--- config.mk ---
export PLATFORM = sky130hd
export DESIGN_NAME = hc595_frame_rx_flat
export DESIGN_NICKNAME = d
export VERILOG_FILES = /design/src/rtl/hc595_frame_rx_if.sv /design/src/rtl/hc595_frame_rx.sv /design/src/flat_wrapper.sv
export SDC_FILE = /design/constraint.sdc
export NUM_CORES = 1
export LEC_CHECK = 0
export CORE_UTILIZATION = 50
export CTS_CLUSTER_SIZE = 30
export DETAILED_ROUTE_END_ITERATION = 10
export PLACE_DENSITY_LB_ADDON = 0.25
export SYNTH_ARGS = -nofsm -noshare
export SYNTH_HDL_FRONTEND = slang
export SYNTH_SLANG_ARGS = --single-unit
--- constraint.sdc ---
create_clock -name clk -period 5.89 [get_ports clk]
set_clock_uncertainty 0.1 [all_clocks]
set_input_delay 0.8835 -clock clk [delete_from_list [all_inputs] [get_ports clk]]
set_output_delay 0.8835 -clock clk [all_outputs]
set_load 0.05 [all_outputs]
--- src/rtl/hc595_frame_rx_if.sv ---
// Bundle for the 74HC595 receive monitor: the three-wire serial bus plus the
// recovered word, digit value, and status pulses.
// master: drives the serial bus and observes the results.
// slave:  the receiver, which samples the bus and drives the results.
interface hc595_frame_rx_if #(
  parameter int WORD_W = 15
);
  logic              ds;
  logic              shcp;
  logic              stcp;
  logic [WORD_W-1:0] word;
  logic              word_valid;
  logic [31:0]       nums;
  logic [7:0]        digit_valid;
  logic              frame_done;
  logic              err_len;
  logic              err_sel;
  logic              err_seg;

  modport master (
    output ds, shcp, stcp,
    input  word, word_valid, nums, digit_valid, frame_done,
    input  err_len, err_sel, err_seg
  );

  modport slave (
    input  ds, shcp, stcp,
    output word, word_valid, nums, digit_valid, frame_done,
    output err_len, err_sel, err_seg
  );
endinterface

--- src/rtl/hc595_frame_rx.sv ---
// Rebuilds latched 74HC595 words {led, sel} and decodes them back into the 32-bit nums value.
// Latency: word_valid is 3 clk after a raw stcp rise, and nums is 4 clk after it. Both are 2 clk more with the glitch filter.
// No backpressure: this is a passive monitor, and each event is reported by a one-cycle pulse.
// Ports: clk, rst_n (async active-low), and bus (hc595_frame_rx_if.slave).
//   Inputs are ds, shcp, stcp. Outputs are word, word_valid, nums, digit_valid,
//   frame_done, err_len, err_sel, err_seg.
// Optional macro HC595_RX_GLITCH_FILTER_EN: a shcp/stcp edge is accepted only once the
//   synchronized level has held for 2 further clk.
module hc595_frame_rx #(
  parameter int WORD_W         = 15,
  parameter bit SEL_ACTIVE_LOW = 1'b1,
  parameter bit SEG_ACTIVE_LOW = 1'b1
) (
  input logic             clk,
  input logic             rst_n,
  hc595_frame_rx_if.slave bus
);

  // 7-segment glyphs for 0..F, with bit order {g,f,e,d,c,b,a}.
  localparam logic [6:0] GLYPH [16] = '{
    7'h3F, 7'h06, 7'h5B, 7'h4F, 7'h66, 7'h6D, 7'h7D, 7'h07,
    7'h7F, 7'h6F, 7'h77, 7'h7C, 7'h39, 7'h5E, 7'h79, 7'h71
  };

  // Two-FF synchronizers. The bit order is {stcp, shcp, ds}.
  logic [2:0] sync1, sync2;

  always_ff @(posedge clk or negedge rst_n) begin
    if (!rst_n) begin
      sync1 <= '0;
      sync2 <= '0;
    end else begin
      sync1 <= {bus.stcp, bus.shcp, bus.ds};
      sync2 <= sync1;
    end
  end

  logic ds_s, sh_rise, st_rise;

`ifdef HC595_RX_GLITCH_FILTER_EN
  // A level is accepted once three consecutive synchronized samples agree.
  // ds is delayed by the same two cycles so that it stays aligned with shcp.
  logic [2:0] dly1, dly2;
  logic       sh_lvl, st_lvl, sh_lvl_c, st_lvl_c;

  always_ff @(posedge clk or negedge rst_n) begin
    if (!rst_n) begin
      dly1   <= '0;
      dly2   <= '0;
      sh_lvl <= 1'b0;
      st_lvl <= 1'b0;
    end else begin
      dly1   <= sync2;
      dly2   <= dly1;
      sh_lvl <= sh_lvl_c;
      st_lvl <= st_lvl_c;
    end
  end

  always_comb begin
    sh_lvl_c = sh_lvl;
    st_lvl_c = st_lvl;
    if (sync2[1] == dly1[1] && dly1[1] == dly2[1]) sh_lvl_c = sync2[1];
    if (sync2[2] == dly1[2] && dly1[2] == dly2[2]) st_lvl_c = sync2[2];
  end

  assign sh_rise = sh_lvl_c & ~sh_lvl;
  assign st_rise = st_lvl_c & ~st_lvl;
  assign ds_s    = dly2[0];
`else
  logic [2:1] prev;

  always_ff @(posedge clk or negedge rst_n) begin
    if (!rst_n) prev <= '0;
    else        prev <= sync2[2:1];
  end

  assign sh_rise = sync2[1] & ~prev[1];
  assign st_rise = sync2[2] & ~prev[2];
  assign ds_s    = sync2[0];
`endif

  // Shift register, bit count, and the storage (latch) stage.
  logic [WORD_W-1:0] sr, word_q;
  logic [4:0]        bit_cnt;
  logic              word_vld, err_len_q;

  always_ff @(posedge clk or negedge rst_n) begin
    if (!rst_n) begin
      sr        <= '0;
      word_q    <= '0;
      bit_cnt   <= '0;
      word_vld  <= 1'b0;
      err_len_q <= 1'b0;
    end else begin
      word_vld  <= st_rise;
      err_len_q <= st_rise && (bit_cnt != 5'd15);
      // The latch captures the pre-shift contents, as the real 595 does
      // when both clocks rise together.
      if (st_rise) word_q <= sr;
      if (sh_rise) sr <= {sr[WORD_W-2:0], ds_s};
      if (st_rise)
        bit_cnt <= sh_rise ? 5'd1 : 5'd0;
      else if (sh_rise && bit_cnt != 5'd31)
        bit_cnt <= bit_cnt + 5'd1;
    end
  end

  // Decode the latched word: correct the polarity, then look up sel and seg.
  logic [7:0] sel_n;
  logic [6:0] seg;
  logic       sel_ok, seg_ok;
  logic [2:0] sel_idx;
  logic [3:0] seg_idx;

  always_comb begin
    sel_n   = SEL_ACTIVE_LOW ? ~word_q[7:0] : word_q[7:0];
    seg     = SEG_ACTIVE_LOW ? ~word_q[WORD_W-1:8] : word_q[WORD_W-1:8];
    sel_ok  = (sel_n != 8'd0) && ((sel_n & (sel_n - 8'd1)) == 8'd0);
    sel_idx = '0;
    for (int i = 0; i < 8; i++)
      if (sel_n[i]) sel_idx = i[2:0];
    seg_ok  = 1'b0;
    seg_idx = '0;
    for (int g = 0; g < 16; g++)
      if (seg == GLYPH[g]) begin
        seg_ok  = 1'b1;
        seg_idx = g[3:0];
      end
  end

  // Digit accumulation. A completed frame clears digit_valid on the next
  // cycle, but a digit decoded on that same cycle is kept.
  logic [31:0] nums_q, nums_nx;
  logic [7:0]  digit_vld, dv_nx;
  logic        frame_done_c, err_sel_q, err_seg_q;

  assign frame_done_c = (digit_vld == 8'hFF);

  always_comb begin
    nums_nx = nums_q;
    dv_nx   = frame_done_c ? 8'h00 : digit_vld;
    if (word_vld && sel_ok && seg_ok) begin
      nums_nx[{sel_idx, 2'b00} +: 4] = seg_idx;
      dv_nx[sel_idx]                 = 1'b1;
    end
  end

  always_ff @(posedge clk or negedge rst_n) begin
    if (!rst_n) begin
      nums_q    <= '0;
      digit_vld <= '0;
      err_sel_q <= 1'b0;
      err_seg_q <= 1'b0;
    end else begin
      nums_q    <= nums_nx;
      digit_vld <= dv_nx;
      err_sel_q <= word_vld && !sel_ok;
      err_seg_q <= word_vld && sel_ok && !seg_ok;
    end
  end

  assign bus.word        = word_q;
  assign bus.word_valid  = word_vld;
  assign bus.nums        = nums_q;
  assign bus.digit_valid = digit_vld;
  assign bus.frame_done  = frame_done_c;
  assign bus.err_len     = err_len_q;
  assign bus.err_sel     = err_sel_q;
  assign bus.err_seg     = err_seg_q;

endmodule

--- src/flat_wrapper.sv ---
// flat-port wrapper written by rule: the top's interface ports become plain ports
module hc595_frame_rx_flat 
#(
  parameter int WORD_W         = 15,
  parameter bit SEL_ACTIVE_LOW = 1'b1,
  parameter bit SEG_ACTIVE_LOW = 1'b1
)
  (clk, rst_n, bus_ds, bus_shcp, bus_stcp, bus_word, bus_word_valid, bus_nums, bus_digit_valid, bus_frame_done, bus_err_len, bus_err_sel, bus_err_seg);
  hc595_frame_rx_if #(.WORD_W(WORD_W)) bus_i ();
  input logic clk;
  input logic rst_n;
  input wire logic [$bits(bus_i.ds)-1:0] bus_ds;
  input wire logic [$bits(bus_i.shcp)-1:0] bus_shcp;
  input wire logic [$bits(bus_i.stcp)-1:0] bus_stcp;
  output wire logic [$bits(bus_i.word)-1:0] bus_word;
  output wire logic [$bits(bus_i.word_valid)-1:0] bus_word_valid;
  output wire logic [$bits(bus_i.nums)-1:0] bus_nums;
  output wire logic [$bits(bus_i.digit_valid)-1:0] bus_digit_valid;
  output wire logic [$bits(bus_i.frame_done)-1:0] bus_frame_done;
  output wire logic [$bits(bus_i.err_len)-1:0] bus_err_len;
  output wire logic [$bits(bus_i.err_sel)-1:0] bus_err_sel;
  output wire logic [$bits(bus_i.err_seg)-1:0] bus_err_seg;
  assign bus_i.ds = bus_ds;
  assign bus_i.shcp = bus_shcp;
  assign bus_i.stcp = bus_stcp;
  assign bus_word = bus_i.word;
  assign bus_word_valid = bus_i.word_valid;
  assign bus_nums = bus_i.nums;
  assign bus_digit_valid = bus_i.digit_valid;
  assign bus_frame_done = bus_i.frame_done;
  assign bus_err_len = bus_i.err_len;
  assign bus_err_sel = bus_i.err_sel;
  assign bus_err_seg = bus_i.err_seg;
  hc595_frame_rx #(.WORD_W(WORD_W), .SEL_ACTIVE_LOW(SEL_ACTIVE_LOW), .SEG_ACTIVE_LOW(SEG_ACTIVE_LOW)) u_core (.clk(clk), .rst_n(rst_n), .bus(bus_i));
endmodule
After elaboration in Yosys (flattened, before gate mapping)
Cells that the tools add are included.

word-level totals
  input bits = 5
  bits in registers = 87
  output and inout bits = 60
  logic and storage cells = 105

cells by class
  multiplexer cells = 46
  magnitude comparators = 2
  reductions and logical operators = 13
  bitwise operators = 8
  shifts and indexed selects = 2
  equal/unequal tests = 19
  add/subtract/negate cells = 3

operators by type and width
  kind                      number
  $eq A7 B7 Y1 const B      12
  $bwmux W32                1
  $mux W4                   8
  $shift A4 B7 Y32 const A  1
  $shiftx A4 B7 Y32         1
  $mux W3                   10
  $mux W1                   20
  $mux W8                   2
  $eq A7 B3 Y1 const B      2
  $eq A7 B6 Y1 const B      2
  $mux W5                   2
  $and A8 B8 Y8             1
  $eq A8 B8 Y1 const B      1
  $logic_and A1 B1 Y1       8
  $logic_not A8 Y1          1
  $not A8 Y8                1
  $or A8 B8 Y8              1
  $reduce_bool A8 Y1        1
  $sub A8 B1 Y8 const B     1
  $neg A5 Y7                1
  $not A7 Y7                1
  $add A5 B1 Y5 const B     1
  $ne A5 B4 Y1 const B      1
  $ne A5 B5 Y1 const B      1
  8 further kinds           12

Logic depth before layout (Yosys ltp)
Gate-level depths: netlist of run 1.

  depth in word-level cells = 20
  depth in mapped cells = 11

Least setup slack after synthesis of run 1
OpenSTA, ideal clock, no wires.

  path kind = flip-flop to flip-flop
  start = reg u_core.word_q[2], in the netlist u_core.bus.word[2]
  end = reg u_core.nums_q[24], in the netlist u_core.bus.nums[24]
  arrival = 3300 ps
  setup time = 125 ps
  clock period less this slack = 3524 ps
  required time = 5665 ps
  cell stages (with the launch flop) = 10
  slack = 2366 ps
  path through = dfrtp_1 -> nor2b_1 -> o221ai_1 -> nand2_1 -> inv_1 -> ha_1 -> ha_1 -> or4b_2 -> nor3_4 -> mux2_2

on the way
  cells in the longest elaborated chain, start to end = 10
  elaborated cells on any way between the ends = 18
  those cells by class = 2 x add/sub; 2 x shift; 7 x mux; 2 x bitwise; 5 x reduce/logical

ends and longest elaborated chain
  item                                                          line                   text
  from (decl)                                                   hc595_frame_rx.sv:84   logic [WORD_W-1:0] sr, word_q;
  from (signal assigned)                                        hc595_frame_rx.sv:100  if (st_rise) word_q <= sr;
  $not A8 Y8 *                                                  hc595_frame_rx.sv:117  sel_n = SEL_ACTIVE_LOW ? ~word_q[7:0] : word_q[7:0];
  $mux W3 (6 in series)                                         hc595_frame_rx.sv:122  if (sel_n[i]) sel_idx = i[2:0];
  $neg A5 Y7                                                    hc595_frame_rx.sv:144  nums_nx[{sel_idx, 2'b00} +: 4] = seg_idx;
  $shiftx A4 B7 Y32 / $shift A4 B7 Y32 (equally long branches)  hc595_frame_rx.sv:144
  $bwmux W32                                                    hc595_frame_rx.sv:144
  to (signal assigned)                                          hc595_frame_rx.sv:156  nums_q <= nums_nx;
  to (decl)                                                     hc595_frame_rx.sv:134  logic [31:0] nums_q, nums_nx;

Every way passes the cells marked *; elsewhere a longest branch is shown, timed or not.
A chain may end at the register's enable or synchronous reset.

Worst setup path after layout of run 1
  start = reg u_core.word_q[2], in the netlist u_core.bus.word[2]
  end = reg u_core.nums_q[27], in the netlist u_core.bus.nums[27]

The elaborated chain is that of the path after synthesis.

==> results of run 1 <==
-- synthesized netlist by cell type, types with 4 or more instances --
cell / count
o21ai_0: 13
buf_2: 5
a32o_1: 4
nand2_1: 51
nor4_1: 5
nor2b_1: 8
nand4_1: 4
dfrtp_1: 87
nand3_1: 6
mux2_1: 14
inv_1: 10
clkbuf_1: 9
mux2_2: 33
ha_1: 5
nor2_1: 12
-- sequential cells by signal, indices dropped and copies added (netlist names) --
name and cells:
u_core.bus.nums 32, u_core.bus.word 15, u_core.sr 15, u_core.bus.digit_valid 8, u_core.bit_cnt 5, u_core.sync1 3, u_core.sync2 3, u_core.prev 2
u_core.bus.err_len 1, u_core.bus.err_seg 1, u_core.bus.err_sel 1, u_core.bus.word_valid 1
-- power breakdown --
group / internal (mW) / switching, mW
sequential: 0.682 / 0.142
clock: 0.294 / 0.205
combinational: 0.230 / 0.363
-- how the worst max path moves through the flow --
stage | to | slack, ps | start
floorplan | u_core.bus.nums[24] | 2370 | u_core.bus.word[2]
global placement | u_core.bus.nums[26] | 2580 | u_core.bus.word[2]
detailed placement | u_core.bus.nums[27] | 2440 | u_core.bus.word[2]
CTS | u_core.bus.nums[27] | 2420 | u_core.bus.word[2]
global route | u_core.bus.nums[27] | 2220 | u_core.bus.word[2]
finish | u_core.bus.nums[27] | 2400 | u_core.bus.word[2]
-- critical path, cell delays in order (launching register included) --
cell and delay (ps):
dfrtp_1 490, nor2b_1 180, o221ai_1 180, nand2_1 380, inv_1 180, ha_1 220, ha_1 340, or4b_2 690
nor3_4 240, mux2_2 370
-- cell type report --
cell class	instances	area [sq um]	area share
multi-input combinational	218	1650	0.3382
tap	99	123.9	0.02538
clock buffer	11	141.4	0.02897
clock inverter	5	103.9	0.02128
timing repair buffer	65	645.6	0.1323
inverter	10	37.54	0.007692
sequential	87	2177	0.4462
-- cell families after synthesis --
kind of cell	count (synthesis)
AOI/OAI and AO/OA	38
and+or+nand+nor	120
buffers and inverters	26
muxes	49
xor gates and xnor gates	5
adders and majority gates	6
DFF	87
-- metrics by stage --
| stage | util | total power [mW] | worst slack (ps) | cell area, sq um |
|---|---|---|---|---|
| after global placement | 0.6223 | 1.415 | 2575 | 4634 |
| final | 0.6552 | 1.916 | 2399 | 4880 |
| after CTS | 0.6552 | 1.929 | 2417 | 4880 |
| after global routing | 0.6552 | 2.025 | 2216 | 4880 |
| after floorplan | - | 1.249 | 2366 | 3939 |
| after detailed placement | 0.6223 | 1.426 | 2443 | 4634 |
-- routing by layer --
| metal | global-route usage | up-vias | part of all wire |
|---|---|---|---|
| li1 | - | 1300 | - |
| met1 | 0.2947 | 1351 | 0.49 |
| met2 | 0.3049 | 57 | 0.45 |
| met3 | 0.04461 | 12 | 0.043 |
| met4 | 0.08065 | 0 | 0.018 |
| met5 | 0 | - | 0 |
==> results.md, run 1 <==
- Status: finished clean
- Crit path DAT: 3620 ps
- Via/cell ratio: 5.495
- # clock sinks: 87
- I/O pins: 65
- Gr usage total: 0.2058
- Worst R2R Path Depth: 9
- Yosys top cell by area: dfrtp_1
- Port Buffers: 64
- Clock latency on the worst-skew pair: 350 ps
- Slew @ Worst Pin: 1060 ps
- Reg2reg start: u_core.bus.word[2]
- CP max FO: 9
- Cell Count, Final, Fillers Out: 495
- Longest Clk Path Bufs: 2
- Required @ worst endpoint: 6020 ps
- Post-CTS sizing: 0
- Die area: 8236 sq um
- Syn Std Cell Area: 3939 sq um
- Fin crit share: 0.5927
- TritonCTS clock tree: yes
- WL per Instance: 15.64 microns
- Inserted Diodes: 0
- CTS H-tree lvls: 3
- Final Max Tran Viols: 0
- Setup CP Type: reg2reg
- Crit. End Element: flip-flop
- Total number of vias: 2,720
- Synth Register Bits: 87
- R2R setup slack: 2400 ps
- # DRC: 0
- Die height: 90.76 microns
- TritonCTS buffer count: 9
- Startpoint types: flip-flop
- Post-CTS Setup Inserts: 0
- Hold path endpoint: u_core.sync2[2]
- Detailed Route WL: 7744 microns
- PwrDens: 392.6 nW/um^2
- Fin crit period: 3491 ps
- Synth Area in Simple Gates: 0.1779
- Fraction of synthesized area in multiplexers: 0.1395
- Synth area leaders: dfrtp_1, mux2_2, nand2_1, mux2_1, o21ai_0
- Initial Util: 0.5289
- Hold depth: 0
- Die X: 90.76 microns
- Final setup violation count: 0
- Main synth FF type: dfrtp_1
- Synth Area in Compound Gates: 0.07211
- Std-Cell Core Area: 7447 sq um
- Worst-path clk slew: 80 ps
- Max Cap Violations: 0
- Largest family of logic cells by synthesized area: simple AND/OR/NAND/NOR gates
- Root buffer cell: clkbuf_8
- Filler Cells Inserted: 587
- Adder-cell area share of the yosys netlist: 0.01842
- Mean post-synth cell area: 11.90 sq um
- Achievable frequency: 286.5 MHz
- Post-DP HPWL: 5203 microns
- Syn Nets: 341
- First-pass GRT wire length: 13,360 microns
- Slew margin rel.: 0.2930
- Pleak: 2.276 nW
- Placer Congestion: 0.8313
- Hold Worst Slack: 251.1 ps
- Yosys top cell area share: 0.5527
- Hold_sp: u_core.sync1[2]
- Synth unique cells: 61
- Residual overflow from global routing: 0
- Initial antenna violation count: 0
- XOR/XNOR Fraction of Synth Area: 0.01112
- Commonest non-fill, non-tap cell in the layout: dfrtp_1
- Layout cells sized above 1: 0.1692
- Site row count: 31
- Hold Fails Final Rpt: 0
- DRT iter0 DRCs: 153
- Worst vdd ir: 216.5 uV
- Most frequent cells in the layout: dfrtp_1, clkdlybuf4s50_1, nand2_1
- Synth Instances: 331
- Ys Warns: 0
- Pre-Repair DR Iteration Count: 4
- Largest net degree at the start of global routing: 88
- Worst reg2reg path endpoint: u_core.bus.nums[27]
- Synth async-reset ratio: 1.000
- Antenna Nets Post-Route: 0
- RSZ-0062 raised after global routing: false
- Post-synth EDFFs: 0
- Register area share after synthesis: 0.5527
- Vias in the first global route: 2,589
- Area growth from synthesis to layout: 23.89%
- Final net count: 401
- Hold-fix buffers, CTS: 0
- TNS Setup: 0 ps
- Post-placement cell count: 479
- Hold Path Class: reg2reg
No activity file was read; power rests on OpenSTA's default activity.
==> inputs of run 2 (changes only) <==
==> constraint.sdc (replaced) <==
create_clock -name clk -period 3.62 [get_ports clk]
set_clock_uncertainty 0.1 [all_clocks]
set_input_delay 0.543 -clock clk [delete_from_list [all_inputs] [get_ports clk]]
set_output_delay 0.543 -clock clk [all_outputs]
set_load 0.05 [all_outputs]
==> run 2 against run 1 <==
Compared with the run above:
- cell count rose by 0.81%
- die area stayed put
- final area fell by 0.18%
- sequential share of layout area increased by 0.080 points
- clock power grew 42%
- wire length decreased by 0.28%
- global-route usage up 0.078 points
- utilization down 0.12 points
- via count rose by 1.0%
- sequential power rose by 61%
- critical path type unchanged
==> results.md, run 2 (synthesis results as in run 1) <==
- Status: finished clean
- PwrDens: 627.4 nW/um^2 (+60%)
- Longest Clk Path Bufs: 2 (unchanged)
- Area growth from synthesis to layout: 23.67%
- Initial Util: 0.5289 (unchanged)
- Site row count: 31 (unchanged)
- Filler Cells Inserted: 597 (+1.7%)
- TNS Setup: 0 ps (unchanged)
- Commonest non-fill, non-tap cell in the layout: dfrtp_1
- Slew @ Worst Pin: 1053 ps (-7.410 ps)
- Setup CP Type: reg2reg
- Port Buffers: 64 (unchanged)
- Gr usage total: 0.2066 (+0.0007754)
- Die X: 90.76 microns (unchanged)
- Required @ worst endpoint: 3740 ps (-2280 ps)
- Die height: 90.76 microns (unchanged)
- Die area: 8236 sq um (unchanged)
- I/O pins: 65 (unchanged)
- Worst-path clk slew: 80 ps (about the same)
- Final net count: 405 (+1.0%)
- Pre-Repair DR Iteration Count: 4 (unchanged)
- Inserted Diodes: 0 (unchanged)
- # clock sinks: 87 (unchanged)
- First-pass GRT wire length: 13,370 microns (+0.10%)
- CTS H-tree lvls: 3 (unchanged)
- Fin crit share: 0.8742 (+0.2815)
- Startpoint types: flip-flop
- RSZ-0062 raised after global routing: false
- Worst vdd ir: 376.7 uV (+74%)
- Post-DP HPWL: 5422 microns (+4.2%)
- Multi-input gate area: 1650 sq um (unchanged)
- Critical-path cell list: or3b_1 -> nor4_1 -> nor4b_1 -> a311oi_4 -> nand4b_2 -> mux2_1
- TritonCTS clock tree: yes
- Hold Fails Final Rpt: 0 (unchanged)
- Hold-fix buffers, CTS: 0 (unchanged)
- Initial antenna violation count: 0 (unchanged)
- Post-placement cell count: 483 (+0.84%)
- WL per Instance: 15.47 microns (-1.1%)
- Vias in the first global route: 2,604 (+0.58%)
- DRT iter0 DRCs: 135 (-12%)
- Achievable frequency: 316.0 MHz (+10%)
- Max reg flops: 32 (unchanged)
- Crit path DAT: 3290 ps (-330 ps)
- Layout cells sized above 1: 0.1700 (+0.0008081)
- Reg area: 2177 sq um (unchanged)
- Largest net degree at the start of global routing: 88 (unchanged)
- Cell Count, Final, Fillers Out: 499 (+0.81%)
- Worst path max stage delay: 660 ps (-30 ps)
- Clock latency on the worst-skew pair: 350 ps (about the same)
- Placed Area: 4664 sq um (+0.65%)
- Final Max Tran Viols: 0 (unchanged)
- Std-Cell Core Area: 7447 sq um (unchanged)
- Total number of vias: 2,748 (+1.0%)
- Max Cap Violations: 0 (unchanged)
- Via/cell ratio: 5.507 (+0.22%)
- Placer Congestion: 0.8261 (-0.63%)
- CP max FO: 16 (+7)
- Root buffer cell: clkbuf_8
- Total power: 3.056 mW (+60%)
- TritonCTS buffer count: 9 (unchanged)
- Most frequent cells in the layout: dfrtp_1, clkdlybuf4s50_1, nand2_1
- # DRC: 0 (unchanged)
- Pleak: 2.270 nW (-0.27%)
- Post-CTS sizing: 0 (unchanged)
- CP max stage cell: dfrtp_1
- Cell area after layout: 4871 sq um (-0.18%)
- Fin crit period: 3165 ps (-326.4 ps)
- Antenna Nets Post-Route: 0 (unchanged)
- Slew margin rel.: 0.2980 (+0.004940)
- Detailed Route WL: 7722 microns (-0.28%)
- Hold Path Class: reg2reg
- Post-CTS Setup Inserts: 0 (unchanged)
- Crit. End Element: flip-flop
- Final setup violation count: 0 (unchanged)
- Residual overflow from global routing: 0 (unchanged)
run 2: cell count changes in the layout (fill, tap and decap cells not counted), sizes merged:
cell	before	now
buf	2	6
bufinv	3	2
clkbuf	11	13
clkinv	1	0
clkinvlp	0	1
inv	11	10
run 2: power breakdown:
part	switching, mW	internal [mW]
clock	0.319	0.390
combinational	0.618	0.403
sequential	0.216	1.11
total	1.15	1.90
run 2: per-stage QoR:
step | worst slack, ps | utilization | hold WS, ps
after floorplan | 95.51 | - | 147.4
after global placement | 516.1 | 0.6263 | 235.5
after detailed placement | 486.3 | 0.6263 | 237.9
after CTS | 466.5 | 0.6541 | 259.8
after global routing | 146.9 | 0.6541 | 264.2
final | 455.4 | 0.6541 | 257.5
run 2: area by class of cell:
type / instances / area share
well taps: 99 / 0.02543
repair buffers: 69 / 0.1387
flip-flops and latches: 87 / 0.4470
clock buffers: 13 / 0.02851
inverters: 10 / 0.007706
clock inverters: 3 / 0.01387
multi-input cells: 218 / 0.3388
run 2: worst max-delay path: cells and delay by family, from the launching register on:
family | cells | cell delay (ps)
flip-flops | 1 | 660
AO/OA/AOI/OAI | 1 | 650
AND/OR/NAND/NOR | 4 | 1260
multiplexers | 1 | 370
run 2: path summary, 6_finish.rpt:
| path | slack [ps] | to | startpoint | cells past startpoint |
|---|---|---|---|---|
| setup / recovery | 460 | u_core.bus.nums[22] | u_core.bus.word[10] | 6 |
| hold / removal | 260 | u_core.sync2[1] | u_core.sync1[1] | 0 |
| setup reg to reg | 460 | u_core.bus.nums[22] | u_core.bus.word[10] | 6 |
| hold reg to reg | 260 | u_core.sync2[1] | u_core.sync1[1] | 0 |
| max in group asynchronous | 2460 | u_core.bus.nums[9] | rst_n | 1 |
| min in group asynchronous | 270 | u_core.bus.err_len | rst_n | 1 |
run 2: routing by layer:
layer	part of all wire	GRT usage
met5	0	0
met4	0.014	0.06855
met3	0.035	0.03872
met2	0.47	0.3150
met1	0.48	0.2974
==> inputs of run 3 (changes only) <==
--- a/config.mk
+++ b/config.mk
@@ -8,6 +8,7 @@
 export CORE_UTILIZATION = 50
 export CTS_CLUSTER_SIZE = 30
 export DETAILED_ROUTE_END_ITERATION = 10
+export MAX_ROUTING_LAYER = met4
 export PLACE_DENSITY_LB_ADDON = 0.25
 export SYNTH_ARGS = -nofsm -noshare
 export SYNTH_HDL_FRONTEND = slang
==> run 3 against run 2 <==
Compared with the run above:
- flip-flop and latch count unchanged
- count of clock-buffer cells in the layout unchanged
- wire length about the same
- via count about the same
- clock power about the same
- sequential share of layout area unchanged
- critical endpoint unchanged
- total power about the same
- first-iteration DRC count increased by 21%
- fmax decreased by 0.41%
- cell count unchanged
- sequential power about the same
- global-route usage increased by 0.63 points
==> results.md, run 3 (synthesis results as in run 1) <==
- Post-CTS Setup Inserts: 0 (unchanged)
- Final net count: 405 (unchanged)
- Crit path DAT: 3300 ps (about the same)
- Vias in the first global route: 2,601 (-0.12%)
- Seq pwr share: 0.433 (about the same)
- Root buffer cell: clkbuf_8
- Antenna Nets Post-Route: 0 (unchanged)
- CTS H-tree lvls: 3 (unchanged)
- Hold Path Class: reg2reg
- Worst vdd ir: 377.0 uV (about the same)
- Clock latency on the worst-skew pair: 350 ps (about the same)
- Achievable frequency: 314.7 MHz (-0.41%)
- CP max FO: 16 (unchanged)
- Clk pwr share: 0.233 (about the same)
- Net Switching: 1.154 mW (+0.17%)
- Largest net degree at the start of global routing: 88 (unchanged)
- PwrDens: 627.8 nW/um^2 (about the same)
- Core Util, Final: 0.6541 (unchanged)
- Port Buffers: 64 (unchanged)
- Initial Util: 0.5289 (unchanged)
- Fin crit period: 3178 ps (+12.95 ps)
- Slew @ Worst Pin: 1050 ps (-2.906 ps)
- # clock sinks: 87 (unchanged)
- Final setup violation count: 0 (unchanged)
- Pre-Repair DR Iteration Count: 4 (unchanged)
- RSZ-0062 raised after global routing: false
- DRT iter0 DRCs: 164 (+21%)
- Initial antenna violation count: 0 (unchanged)
- Hold-fix buffers, CTS: 0 (unchanged)
- TNS Setup: 0 ps (unchanged)
- CP max stage cell: dfrtp_1
- Startpoint types: flip-flop
- Gr usage total: 0.2128 (+0.006263)
- Hold Fails Final Rpt: 0 (unchanged)
- Total number of vias: 2,749 (+0.036%)
- Longest Clk Path Bufs: 2 (unchanged)
- Layout cells sized above 1: 0.1700 (unchanged)
- Via/cell ratio: 5.509 (about the same)
- Die X: 90.76 microns (unchanged)
- Crit. End Element: flip-flop
- Most frequent cells in the layout: dfrtp_1, clkdlybuf4s50_1, nand2_1
- Commonest non-fill, non-tap cell in the layout: dfrtp_1
- Required @ worst endpoint: 3750 ps (about the same)
- Die area: 8236 sq um (unchanged)
- Sw frac: 0.3774 (+0.0003882)
- Filler Cells Inserted: 597 (unchanged)
- Area growth from synthesis to layout: 23.67% (unchanged)
- Cell area after layout: 4871 sq um (unchanged)
- Setup CP Type: reg2reg
- Max Cap Violations: 0 (unchanged)
- # DRC: 0 (unchanged)
- Max reg flops: 32 (unchanged)
- Post-CTS sizing: 0 (unchanged)
- WL per Instance: 15.48 microns (about the same)
- First-pass GRT wire length: 13,390 microns (+0.15%)
- Residual overflow from global routing: 0 (unchanged)
- Critical-path cell list: or3b_1 -> nor4_1 -> nor4b_1 -> a311oi_4 -> nand4b_2 -> mux2_1
- Std-Cell Core Area: 7447 sq um (unchanged)
- Slew margin rel.: 0.2999 (+0.001937)
- Fin crit share: 0.8778 (+0.003578)
- Gate power share: 0.334 (about the same)
- Pleak: 2.270 nW (unchanged)
- Site row count: 31 (unchanged)
- I/O pins: 65 (unchanged)
- Placer Congestion: 0.8386 (+1.5%)
- Inserted Diodes: 0 (unchanged)
- Placed Area: 4664 sq um (unchanged)
- Final Max Tran Viols: 0 (unchanged)
- TritonCTS clock tree: yes
- TritonCTS buffer count: 9 (unchanged)
- Die height: 90.76 microns (unchanged)
- Detailed Route WL: 7725 microns (about the same)
- Pint: 1.904 mW (about the same)
- Worst path max stage delay: 660 ps (about the same)
- Status: finished clean
- Post-DP HPWL: 5422 microns (unchanged)
- Worst-path clk slew: 80 ps (about the same)
run 3: layer usage:
| metal | routed length [microns] | GRT usage | share of wire |
|---|---|---|---|
| met5 | 0 | - | 0 |
| met4 | 91 | 0.06855 | 0.012 |
| met3 | 264 | 0.03704 | 0.034 |
| met2 | 3641 | 0.3157 | 0.47 |
| met1 | 3728 | 0.2985 | 0.48 |
run 3: through the flow:
| stage | power, mW | setup slack (ps) | instances | hold slack, ps |
|---|---|---|---|---|
| final | 3.058 | 442.5 | 499 | 257.6 |
| after global routing | 3.238 | 146.9 | 499 | 264.2 |
| after CTS | 3.075 | 466.5 | 499 | 259.8 |
| after detailed placement | 2.365 | 486.3 | 483 | 237.9 |
| after global placement | 2.345 | 516.1 | 483 | 235.5 |
| after floorplan | 2.032 | 95.51 | 331 | 147.4 |
run 3: critical path: cells and delay by family, from the launching register on:
| kind | cells | cell delay (ps) |
|---|---|---|
| AOI/OAI and AO/OA | 1 | 650 |
| DFF | 1 | 660 |
| muxes | 1 | 370 |
| and+or+nand+nor | 4 | 1270 |
run 3: power by group through the flow:
stage	Combinational [mW]	Sequential, mW	Clock, mW
after floorplan	0.589	1.44	0
after global placement	1.01	1.33	0
after detailed placement	1.02	1.34	0
after CTS	1.03	1.32	0.725
after global routing	1.12	1.36	0.765
final	1.02	1.33	0.713
run 3: cell type report:
cell class,count,area [sq um],share of cell area
clock buffer,13,138.9,0.02851
clock inverter,3,67.56,0.01387
inverter,10,37.54,0.007706
multi-input combinational,218,1650,0.3388
sequential,87,2177,0.4470
tap,99,123.9,0.02543
timing repair buffer,69,675.6,0.1387
run 3: final timing paths:
kind | to | slack (ps) | start | depth (start not counted)
max | u_core.bus.nums[22] | 440 | u_core.bus.word[10] | 6
min | u_core.sync2[1] | 260 | u_core.sync1[1] | 0
max reg2reg | u_core.bus.nums[22] | 440 | u_core.bus.word[10] | 6
min reg2reg | u_core.sync2[1] | 260 | u_core.sync1[1] | 0
max in group asynchronous | u_core.bus.word[8] | 2460 | rst_n | 1
min in group asynchronous | u_core.bit_cnt[2] | 270 | rst_n | 1
